File: src/rtl/game_status_pkg.sv
// Shared types and widths for the game status tracker.
package game_status_pkg;

    typedef enum logic [1:0] {
        S_IDLE,
        S_RUN,
        S_INVULN,
        S_FROZEN
    } state_t;

    localparam int LIVES_W   = 2;
    localparam int SCORE_W   = 4;
    localparam int FRUITS_W  = 4;
    localparam int SEC_W     = 7;
    localparam int LIVES_MAX = 3;
    localparam int SCORE_MAX = 15;

    function automatic int cnt_w(input int n);
        return (n < 2) ? 1 : $clog2(n);
    endfunction

endpackage

File: src/rtl/frame_event_latch.sv
// Turns a level input into at most one pulse per frame.
module frame_event_latch (
    input  logic clk,
    input  logic reset,
    input  logic en,
    input  logic sof,
    input  logic level,
    output logic pulse
);

    logic flag;

    // A start-of-frame in the same cycle re-arms before the level is judged.
    assign pulse = en & level & (~flag | sof);

    always_ff @(posedge clk) begin
        if (reset || !en) begin
            flag <= 1'b0;
        end else begin
            flag <= level | (flag & ~sof);
        end
    end

endmodule

File: src/rtl/game_status_tracker.sv
// Status counters, countdown and hit cooldown for the game-flow FSM.
// Define GAME_STATUS_BONUS_TIME_EN to add bonus seconds per eaten fruit.
module game_status_tracker
    import game_status_pkg::*;
#(
    parameter int FRAMES_PER_SEC      = 30,
    parameter int GAME_SECONDS        = 99,
    parameter int HIT_COOLDOWN_FRAMES = 30,
    parameter int FRUITS_MAX          = 10,
    parameter int BONUS_SECONDS       = 5
) (
    input  logic                clk,
    input  logic                resetN,
    input  logic                startOfFrame,
    input  logic                game_on,
    input  logic                fruit_eaten,
    input  logic                fruit_missed,
    input  logic                player_hit,
    output logic [LIVES_W-1:0]  livesCounter,
    output logic [SCORE_W-1:0]  scoreCounter,
    output logic [FRUITS_W-1:0] fruitsCounter,
    output logic                timer_end,
    output logic [SEC_W-1:0]    seconds_left,
    output logic                hit_flash
);

    localparam int FRM_W  = cnt_w(FRAMES_PER_SEC);
    localparam int COOL_W = cnt_w(HIT_COOLDOWN_FRAMES + 1);

    state_t             state;
    logic [FRM_W-1:0]   frame_cnt;
    logic [COOL_W-1:0]  cool;
    logic               active;
    logic               eat_p;
    logic               miss_p;
    logic               hit_p;
    logic               hit_cnt;
    logic               tick;
    logic               timer_set;
    logic [LIVES_W-1:0]  lives_nxt;
    logic [SCORE_W-1:0]  score_nxt;
    logic [FRUITS_W-1:0] fruits_nxt;
    logic [SEC_W-1:0]    sec_nxt;
    logic [FRM_W-1:0]    frame_nxt;
    int                  fsum;
    int                  ssum;

    assign active = (state == S_RUN) || (state == S_INVULN);

    frame_event_latch u_eat (
        .clk   (clk),
        .reset (resetN),
        .en    (active),
        .sof   (startOfFrame),
        .level (fruit_eaten),
        .pulse (eat_p)
    );

    frame_event_latch u_miss (
        .clk   (clk),
        .reset (resetN),
        .en    (active),
        .sof   (startOfFrame),
        .level (fruit_missed),
        .pulse (miss_p)
    );

    frame_event_latch u_hit (
        .clk   (clk),
        .reset (resetN),
        .en    (active),
        .sof   (startOfFrame),
        .level (player_hit),
        .pulse (hit_p)
    );

    always_comb begin
        hit_cnt    = hit_p && (state == S_RUN);
        lives_nxt  = livesCounter;
        score_nxt  = scoreCounter;
        fruits_nxt = fruitsCounter;
        if (hit_cnt && livesCounter != LIVES_W'(LIVES_MAX))
            lives_nxt = livesCounter + 1'b1;
        if (eat_p && scoreCounter != SCORE_W'(SCORE_MAX))
            score_nxt = scoreCounter + 1'b1;
        fsum = int'(fruitsCounter) + int'(eat_p) + int'(miss_p);
        if (fsum > FRUITS_MAX)
            fsum = FRUITS_MAX;
        fruits_nxt = FRUITS_W'(fsum);

        tick      = startOfFrame && frame_cnt == FRM_W'(FRAMES_PER_SEC - 1);
        frame_nxt = frame_cnt;
        if (startOfFrame)
            frame_nxt = tick ? '0 : frame_cnt + 1'b1;

        ssum = int'(seconds_left) - int'(tick);
`ifdef GAME_STATUS_BONUS_TIME_EN
        if (eat_p && !timer_end)
            ssum = ssum + BONUS_SECONDS;
`endif
        if (ssum < 0)
            ssum = 0;
        if (ssum > GAME_SECONDS)
            ssum = GAME_SECONDS;
        sec_nxt   = SEC_W'(ssum);
        timer_set = tick && (ssum == 0);
    end

    always_ff @(posedge clk) begin
        if (resetN) begin
            state         <= S_IDLE;
            livesCounter  <= '0;
            scoreCounter  <= '0;
            fruitsCounter <= '0;
            timer_end     <= 1'b0;
            seconds_left  <= SEC_W'(GAME_SECONDS);
            hit_flash     <= 1'b0;
            frame_cnt     <= '0;
            cool          <= '0;
        end else begin
            unique case (state)
                S_IDLE: begin
                    if (game_on) begin
                        state         <= S_RUN;
                        livesCounter  <= '0;
                        scoreCounter  <= '0;
                        fruitsCounter <= '0;
                        timer_end     <= 1'b0;
                        seconds_left  <= SEC_W'(GAME_SECONDS);
                        hit_flash     <= 1'b0;
                        frame_cnt     <= '0;
                        cool          <= '0;
                    end
                end
                S_RUN, S_INVULN: begin
                    livesCounter  <= lives_nxt;
                    scoreCounter  <= score_nxt;
                    fruitsCounter <= fruits_nxt;
                    seconds_left  <= sec_nxt;
                    frame_cnt     <= frame_nxt;
                    timer_end     <= timer_set;
                    // Freezing outranks the cooldown entry; hit_flash keeps its value.
                    if (!game_on || timer_set ||
                        lives_nxt == LIVES_W'(LIVES_MAX)) begin
                        state <= S_FROZEN;
                    end else if (hit_cnt) begin
                        state     <= S_INVULN;
                        cool      <= COOL_W'(HIT_COOLDOWN_FRAMES);
                        hit_flash <= 1'b1;
                    end else if (state == S_INVULN && startOfFrame) begin
                        if (cool <= COOL_W'(1)) begin
                            state     <= S_RUN;
                            cool      <= '0;
                            hit_flash <= 1'b0;
                        end else begin
                            cool <= cool - 1'b1;
                        end
                    end
                end
                S_FROZEN: begin
                    state <= S_FROZEN;
                end
                default: state <= S_IDLE;
            endcase
        end
    end

endmodule

File: config.mk
export PLATFORM = sky130hd
export DESIGN_NAME = game_status_tracker
export DESIGN_NICKNAME = d
export VERILOG_FILES = /design/src/rtl/game_status_pkg.sv /design/src/rtl/frame_event_latch.sv /design/src/rtl/game_status_tracker.sv
export SDC_FILE = /design/constraint.sdc
export NUM_CORES = 1
export LEC_CHECK = 0
export ABC_AREA = 1
export CAP_MARGIN = 20
export CELL_PAD_IN_SITES_DETAIL_PLACEMENT = 2
export CELL_PAD_IN_SITES_GLOBAL_PLACEMENT = 2
export CORE_UTILIZATION = 25
export CTS_CLUSTER_DIAMETER = 120
export DETAILED_ROUTE_END_ITERATION = 6
export HOLD_SLACK_MARGIN = 0.06
export PLACE_DENSITY_LB_ADDON = 0.3
export SYNTH_ARGS = -nofsm -noshare
export SYNTH_HDL_FRONTEND = slang
export SYNTH_SLANG_ARGS = --single-unit
File: constraint.sdc
create_clock -name clk -period 7.15 [get_ports clk]
set_clock_uncertainty 0.05 [all_clocks]
set_input_delay 0.715 -clock clk [delete_from_list [all_inputs] [get_ports clk]]
set_output_delay 0.715 -clock clk [all_outputs]
set_load 0.02 [all_outputs]
After elaboration in Yosys (flattened, before gate mapping):

Cells that the tools add are included.

* bits in registers: 34
* input port bits: 7
* output and inout bits: 19
* logic and storage cells: 113

* $add $sub $neg: 7
* magnitude comparators: 4
* equal/unequal tests: 15
* muxes and demuxes: 34
* bitwise operators: 19
* reductions and logical operators: 22

Operators with widths (number)
* $mux 32: 2
* $mux 5: 7
* $gt 32x8->1 const B: 1
* $logic_not 32->1: 1
* $pmux 5 s2: 2
* $pmux 4 s2: 2
* $mux 2: 7
* $pmux 7 s2: 1
* $mux 4: 3
* $ne 4x4->1 const B: 3
* $ne 2x2->1 const B: 5
* $and 1x1->1: 9
* $reduce_and 3->1: 3
* $lt 8x1->1 const B: 1
* $sub 7x1->8: 1
* $mux 7: 1
* $add 5x1->6: 1
* $eq 2x2->1 const B: 3
* $gt 6x4->1 const B: 1
* $logic_and 1x1->1: 6
* $ne 3x3->1 const B: 2
* $or 1x1->1: 6
* $pmux 2 s3: 1
* $add 4x1->5: 1
* other kinds (19): 31

Depth between registers and ports, before layout:

Gate-level depths: netlist of run 1.

* word-level depth: 13
* mapped depth: 20
* gate-level depth less buffers: 20

Modules after synthesis:

From an unflattened synthesis of run 1, not the netlist that was laid out.

* cell total of the unflattened synthesis: 313
* area total of the unflattened synthesis: 2202.1 µm²

By module, submodules not included
* game_status_tracker: instances 1, cells an instance 286, area an instance 2025.7 µm²
* frame_event_latch: instances 3, cells an instance 9, area an instance 58.8 µm²

Worst setup path before layout of run 1:

Ideal clock, no wire load.

* path type: input-to-reg
* start: input port startOfFrame
* end: register cool[4]
* arrival time: 2.408 ns
* path slack: 4.574 ns
* stages: 17
* buffers on the path: 0
* path through: inv_1 nor2_1 nand3_1 inv_1 ha_1 ha_1 nand3_1 nand2_1 nand3_1 nor2_1 nand2_1 nand3_1 nand2_2 nand2_4 nand2_4 nor2_4 a21oi_2

* cells in the longest elaborated chain, start to end: 12
* elaborated cells on any way between the ends: 23
* classes of those cells: add/sub: 1; order compare: 2; eq/ne: 3; mux: 6; bitwise: 2; reduce/logical: 9

Ends and longest elaborated chain
* start: declaration: RTL line game_status_tracker.sv:14 `input logic startOfFrame,`
* $logic_and 1x1->1: RTL line game_status_tracker.sv:91 `tick = startOfFrame && frame_cnt == FRM_W'(FRAMES_PER_SEC - 1);`
* $sub 7x1->8: RTL line game_status_tracker.sv:96 `ssum = int'(seconds_left) - int'(tick);`
* $lt 8x1->1: RTL line game_status_tracker.sv:101 `if (ssum < 0)`
* $mux 32: RTL line game_status_tracker.sv:101
* $gt 32x8->1: RTL line game_status_tracker.sv:103 `if (ssum > GAME_SECONDS)`
* $mux 32: RTL line game_status_tracker.sv:103
* $logic_not 32->1: RTL line game_status_tracker.sv:106 `timer_set = tick && (ssum == 0);`
* $logic_and 1x1->1: RTL line game_status_tracker.sv:106
* $logic_or 1x1->1 (2 in series): RTL line game_status_tracker.sv:143 `if (!game_on || timer_set ||`
* $ne 2x2->1 (no source line)
* $reduce_and 4->1 (no source line)
* end signal: assignment: RTL line game_status_tracker.sv:148 `cool <= COOL_W'(HIT_COOLDOWN_FRAMES);`
* end signal: assignment: RTL line game_status_tracker.sv:156 `cool <= cool - 1'b1;`
* end: declaration: RTL line game_status_tracker.sv:32 `logic [COOL_W-1:0] cool;`

Parallel ways exist; a longest one is shown, timed or not. The select of a mux whose other input is x is not followed.
A chain may end at the register's enable or synchronous reset.

Final worst setup path of run 1:

Ends and elaborated chain as after synthesis.

==> summary.md, run 1 <==
| Metric | Value |
|---|---|
| Worst EP required | `between 7 and 8 ns` |
| Row cnt | `33` |
| Sequential share of the synthesized area | `between 30% and 40%` |
| Setup tns final | `0 ns` |
| Pleak | `~0.0011 uW` |
| Die width | `around 94 um` |
| Number of global-route vias before repair | `2171` |
| N_diodes | `0` |
| Endpoints failing hold | `0` |
| Wl on met1 | `about 3000 um` |
| First-pass GRT wire length | `about 11000 um` |
| VDD IR max | `roughly 0.11 mV` |
| Resized cells post-CTS | `0` |
| Final ANT Viol Nets | `0` |
| Io pins | `26` |
| Critical path class | `input port to flop` |
| Commonest non-fill, non-tap cell in the layout | `nand2_1` |
| CTS tree | `done` |
| Class of the tightest hold or removal check | `flop to flop` |
| Syn_nets | `between 300 and 400` |
| Ys Warns | `0` |
| Yosys cell types | `36` |
| Largest net degree at the start of global routing | `18` |
| Total grt overflow | `0` |
| Area Overhead vs Synth | `22.4%` |
| Wire length on met3 | `between 100 and 150 um` |
| Maxcap violations | `0` |
| Routed len/inst | `approximately 14 um` |
| TritonCTS Buffers | `5` |
| Met2 wire length | `~3100 um` |
| Initial antenna violation count | `0` |
| RSZ-0062 raised after global routing | `no` |
| I/O Buffers | `25` |
| Hold_ws | `between 0.4 and 0.5 ns` |
| Tmin final | `approximately 3.4 ns` |
| Synth Area per Inst | `around 6.9 um2` |
| Final-stage net count | `approximately 360` |
| CP arrival | `about 3.5 ns` |
| Top sig layer | `met4` |
| Vias per cell | `4.70` |
| Number of setup buffers added after CTS | `0` |
| Die Y | `between 90 and 100 um` |
| Final GP Congestion | `between 0.7 and 0.8` |
| Num Clock Sinks | `34` |
| Commonest cells after routing, fill and taps aside | `71 x nand2_1, 41 x inv_1, 36 x nor2_1` |
| Worst setup SP type | `input port` |
| H-tree depth | `2` |
| HPWL Detailed | `roughly 4900 um` |
| Layout cell share with drive strength beyond 1 | `8.36%` |
| Synth Register Bits | `34` |
| Cell area after synthesis | `2100 um2` |
| DR iter-0 viols | `between 60 and 70` |
| Max Root-Sink Buffers | `2` |
| Die area | `between 8000 and 9000 um2` |
| Final max-slew violation count | `0` |
| Max Freq | `between 200 and 300 MHz` |
| Clock-pin transition on the worst setup and hold timing paths | `roughly 0.070 ns` |
| CTS Hold Bufs | `0` |
| Clk Latency, worst-skew pair | `about 0.29 ns` |
| Via Count | `between 2000 and 2500` |
| Root buffer cell | `clkbuf_8` |
| Worst Path Max Fanout | `6` |
| DRT Wirelength | `about 6200 um` |
| Worst setup EP type | `flop` |
| GRT Resource Usage Total | `16.1%` |
| P per Cell Area | `262 nW/um2` |
| DRT Pass-1 Iters | `4` |
| Rel. slew slack | `45.4%` |
| Residual DRC count | `0` |
| Outcome | `complete, no violations` |
| Filler instances | `995` |
| Tightest Pin Transition | `a little over 0.8 ns` |
| Crit share post-route | `47.3%` |
| Initial Util | `roughly a quarter` |
| Final setup violating endpoints | `0` |
| Core area | `around 8200 um2` |
| Mapped Cells | `around 300` |
==> area by class of cell <==
cell class                 instances  area (um2)  share of cell area [%]
clock buffer                       5        68.8                    2.68
sequential                        34         681                    26.5
tap                              105         131                    5.11
timing repair buffer              25         250                    9.74
multi-input combinational        224        1230                    47.9
clock inverter                     3        40.0                    1.56
inverter                          44         166                    6.48
==> per-layer routing <==
layer  vias to the layer above  GRT usage [%]
met5                         -              0
met4                         0           4.62
met3                         4           2.68
met2                        22           27.5
met1                      1000           20.7
li1                       1041              -
==> sequential cells by signal (all words and copies together) (netlist names) <==
signal,cells
hit_flash,1
u_hit.flag,1
scoreCounter,4
u_eat.flag,1
seconds_left,7
fruitsCounter,4
timer_end,1
cool,5
livesCounter,2
u_miss.flag,1
frame_cnt,5
state,2
==> worst max-delay path, cell delays in order <==
cell and delay, ns:
clkdlybuf4s50_1 0.52, inv_1 0.12, nor2_1 0.12, nand3_1 0.10, inv_1 0.09, ha_1 0.23, ha_1 0.31, nand3_1 0.11
nand2_1 0.07, nand3_1 0.13, nor2_1 0.13, nand2_1 0.15, nand3_1 0.17, nand2_2 0.09, nand2_4 0.10, nand2_4 0.09
nor2_4 0.19, a21oi_2 0.08
==> cells in the mapped netlist, drive strengths merged <==
cell type	n	share of area (%)
a211oi	1	0.36
clkinv	2	0.42
ha	14	8.3
xnor2	1	0.78
a21oi	24	6.4
clkbuf	2	0.36
nor2	38	7.3
nand3b	1	0.36
o21a	1	0.36
or2	2	0.60
nand4	3	0.89
a2bb2oi	1	0.42
nor3b	3	1.1
o21bai	1	0.36
nand2	78	16
a21boi	1	0.54
nand3	28	6.7
o21ai	12	3.0
xor2	5	2.1
inv	42	7.5
nor3	2	0.48
o211ai	1	0.36
dfxtp	34	32
fa	1	0.95
buf	2	0.60
o22ai	3	0.89
a31oi	3	0.89
==> where the power goes <==
| part | switching [uW] | internal, uW | total (uW) |
|---|---|---|---|
| sequential | 18.2 | 212 | 230 |
| combinational | 177 | 86.8 | 263 |
| clock | 76.7 | 103 | 179 |
==> stage by stage <==
step	util [%]	instance area (um2)	cells	total power, uW	setup WS (ns)
6_report	31.4	2570	440	672	3.77
5_1_grt	31.4	2570	440	731	3.42
4_1_cts	31.4	2570	440	687	3.70
3_5_place_dp	30.1	2460	432	503	3.38
3_3_place_gp	30.1	2460	432	492	3.49
2_1_floorplan	-	2100	306	426	4.57
==> path summary, 6_finish.rpt <==
path	slack, ns	endpoint	startpoint	depth (start not counted)
worst max-delay path	3.77	cool[4]	startOfFrame	18
worst min-delay path	0.42	hit_flash	hit_flash	2
worst max register to register	4.21	seconds_left[2]	state[0]	11
worst min register to register	0.42	hit_flash	hit_flash	2
==> cell families (layout without fill, tap and decap cells) <==
family | count (synthesis) | after routing | share of synthesized area, %
xor+xnor | 6 | 6 | 2.86
flops | 34 | 34 | 32.4
fa+ha+maj | 15 | 15 | 9.30
simple gates | 155 | 155 | 32.9
compound gates | 48 | 48 | 13.7
buf+inv | 48 | 77 | 8.88
No activity file was read; power rests on OpenSTA's default activity.
==> inputs of run 2 (changes only) <==
clock period = 3.3 ns   (was 7.15 ns; I/O delays follow)
==> summary.md, run 2 (synthesized netlist as in run 1, its figures left out) <==
| Metric | Value |
|---|---|
| Total grt overflow | `0` |
| Worst setup EP type | `flop` |
| CTS Hold Bufs | `0` |
| Pleak | `approximately 0.0011 uW` |
| Num Clock Sinks | `34` |
| HPWL Detailed | `between 5000 and 6000 um` |
| Tightest Pin Transition | `approximately 0.53 ns` |
| Seq. cell area | `a little under 700 um2` |
| CP arrival | `3.06 ns` |
| Final setup violating endpoints | `0` |
| H-tree depth | `2` |
| Top Registers | `seconds_left (7), cool (5), frame_cnt (5)` |
| Maxcap violations | `0` |
| GRT Resource Usage Total | `about 16%` |
| Commonest cells after routing, fill and taps aside | `71 x nand2_1, 41 x inv_1, 36 x nor2_1` |
| Area Overhead vs Synth | `24.1%` |
| Die area | `between 8000 and 9000 um2` |
| Hold_ws | `0.427 ns` |
| Crit share post-route | `between 80 and 90%` |
| Flip-flop count of the largest register after layout | `7` |
| Area of the multi-input gates | `approximately 1200 um2` |
| Commonest non-fill, non-tap cell in the layout | `nand2_1` |
| CTS tree | `done` |
| First-pass GRT wire length | `about 11000 um` |
| Layout cell share with drive strength beyond 1 | `slightly below 10%` |
| Biggest register | `seconds_left` |
| Initial antenna violation count | `0` |
| Outcome | `complete, no violations` |
| Critical path class | `input port to flop` |
| Initial Util | `25.7%` |
| DRT Pass-1 Iters | `4` |
| Core area | `slightly above 8000 um2` |
| Residual DRC count | `0` |
| P per Cell Area | `between 500 and 600 nW/um2` |
| Via Count | `roughly 2100` |
| Worst EP required | `3.48 ns` |
| Class of the tightest hold or removal check | `flop to flop` |
| Vias per cell | `about 4.7` |
| Final max-slew violation count | `0` |
| Final-stage net count | `between 300 and 400` |
| Setup tns final | `0 ns` |
| N_diodes | `0` |
| Final GP Congestion | `just under 0.8` |
| Largest net degree at the start of global routing | `17` |
| DR iter-0 viols | `31` |
| Endpoints failing hold | `0` |
| Worst setup SP type | `input port` |
| Routed len/inst | `14.3 um` |
| Number of global-route vias before repair | `roughly 2200` |
| Die width | `93.6 um` |
| Clk Latency, worst-skew pair | `roughly 0.29 ns` |
| Reg2reg setup slack | `0.61 ns` |
| Root buffer cell | `clkbuf_8` |
| Final ANT Viol Nets | `0` |
| Filler instances | `slightly above 1000` |
| Max Root-Sink Buffers | `2` |
| Tmin final | `2.88 ns` |
| Row cnt | `33` |
| Max Freq | `~350 MHz` |
| Number of setup buffers added after CTS | `0` |
| Die Y | `~94 um` |
| VDD IR max | `between 0.2 and 0.25 mV` |
| Io pins | `26` |
| RSZ-0062 raised after global routing | `no` |
| Worst Path Max Fanout | `6` |
| Resized cells post-CTS | `0` |
| I/O Buffers | `25` |
| Clock-pin transition on the worst setup and hold timing paths | `about 0.08 ns` |
| DRT Wirelength | `6390 um` |
| Rel. slew slack | `64.0%` |
| TritonCTS Buffers | `5` |
run 2: changes by cell type in the layout (fill, tap and decap cells not counted):
cell	delta
buf_4	+7
bufinv_16	-1
clkbuf_1	+1
clkbuf_8	+1
clkinv_2	-1
run 2: area by class of cell:
type                            count  area share, %
Clock buffer                        7           3.32
Tap cell                          105           5.05
Sequential cell                    34           26.1
Inverter                           44           6.39
Timing Repair Buffer               32           11.6
Multi-Input combinational cell    224           47.3
Clock inverter                      1          0.192
run 2: report_power, final:
part / leakage, uW / internal, uW / total (uW) / switching, uW
combinational: 0.000810 / 214 / 608 / 394
clock: 0.0000482 / 169 / 333 / 165
sequential: 0.000276 / 458 / 496 / 37.9
total: 0.00113 / 841 / 1440 / 596
run 2: final timing paths:
check / startpoint / depth (start not counted) / end
worst min register to register: hit_flash / 2 / hit_flash
worst max-delay path: startOfFrame / 19 / state[1]
worst min-delay path: hit_flash / 2 / hit_flash
worst max register to register: frame_cnt[1] / 19 / state[1]
run 2: layer usage:
layer / GRT usage (%) / wire length, um
met1: 19.4 / 3000
met2: 28.9 / 3200
met3: 3.41 / 150
met4: 2.69 / 43
met5: 0 / 0
run 2: critical path, cell delays in order:
cell and delay (ns):
clkdlybuf4s50_1 0.53, inv_1 0.11, nor2_1 0.11, nand3_1 0.10
inv_1 0.09, ha_1 0.21, ha_1 0.28, nand3_1 0.13
nand2_1 0.10, nor2_1 0.06, nor2_1 0.10, nand2_1 0.07
nor2_1 0.12, nand3_1 0.16, nand3_1 0.16, nand3_1 0.11
nor2_1 0.14, nor2_1 0.06, nor2_1 0.09
run 2: metrics by stage:
stage / power (uW) / utilization, % / std cells / setup WS [ns] / area [um2]
after global routing: 1560 / 31.8 / 447 / 0.0708 / 2600
final: 1440 / 31.8 / 447 / 0.418 / 2600
after CTS: 1470 / 31.8 / 447 / 0.413 / 2600
after global placement: 1110 / 30.7 / 439 / 0.229 / 2510
after floorplan: 923 / - / 306 / 0.846 / 2100
after detailed placement: 1130 / 30.7 / 439 / 0.133 / 2510
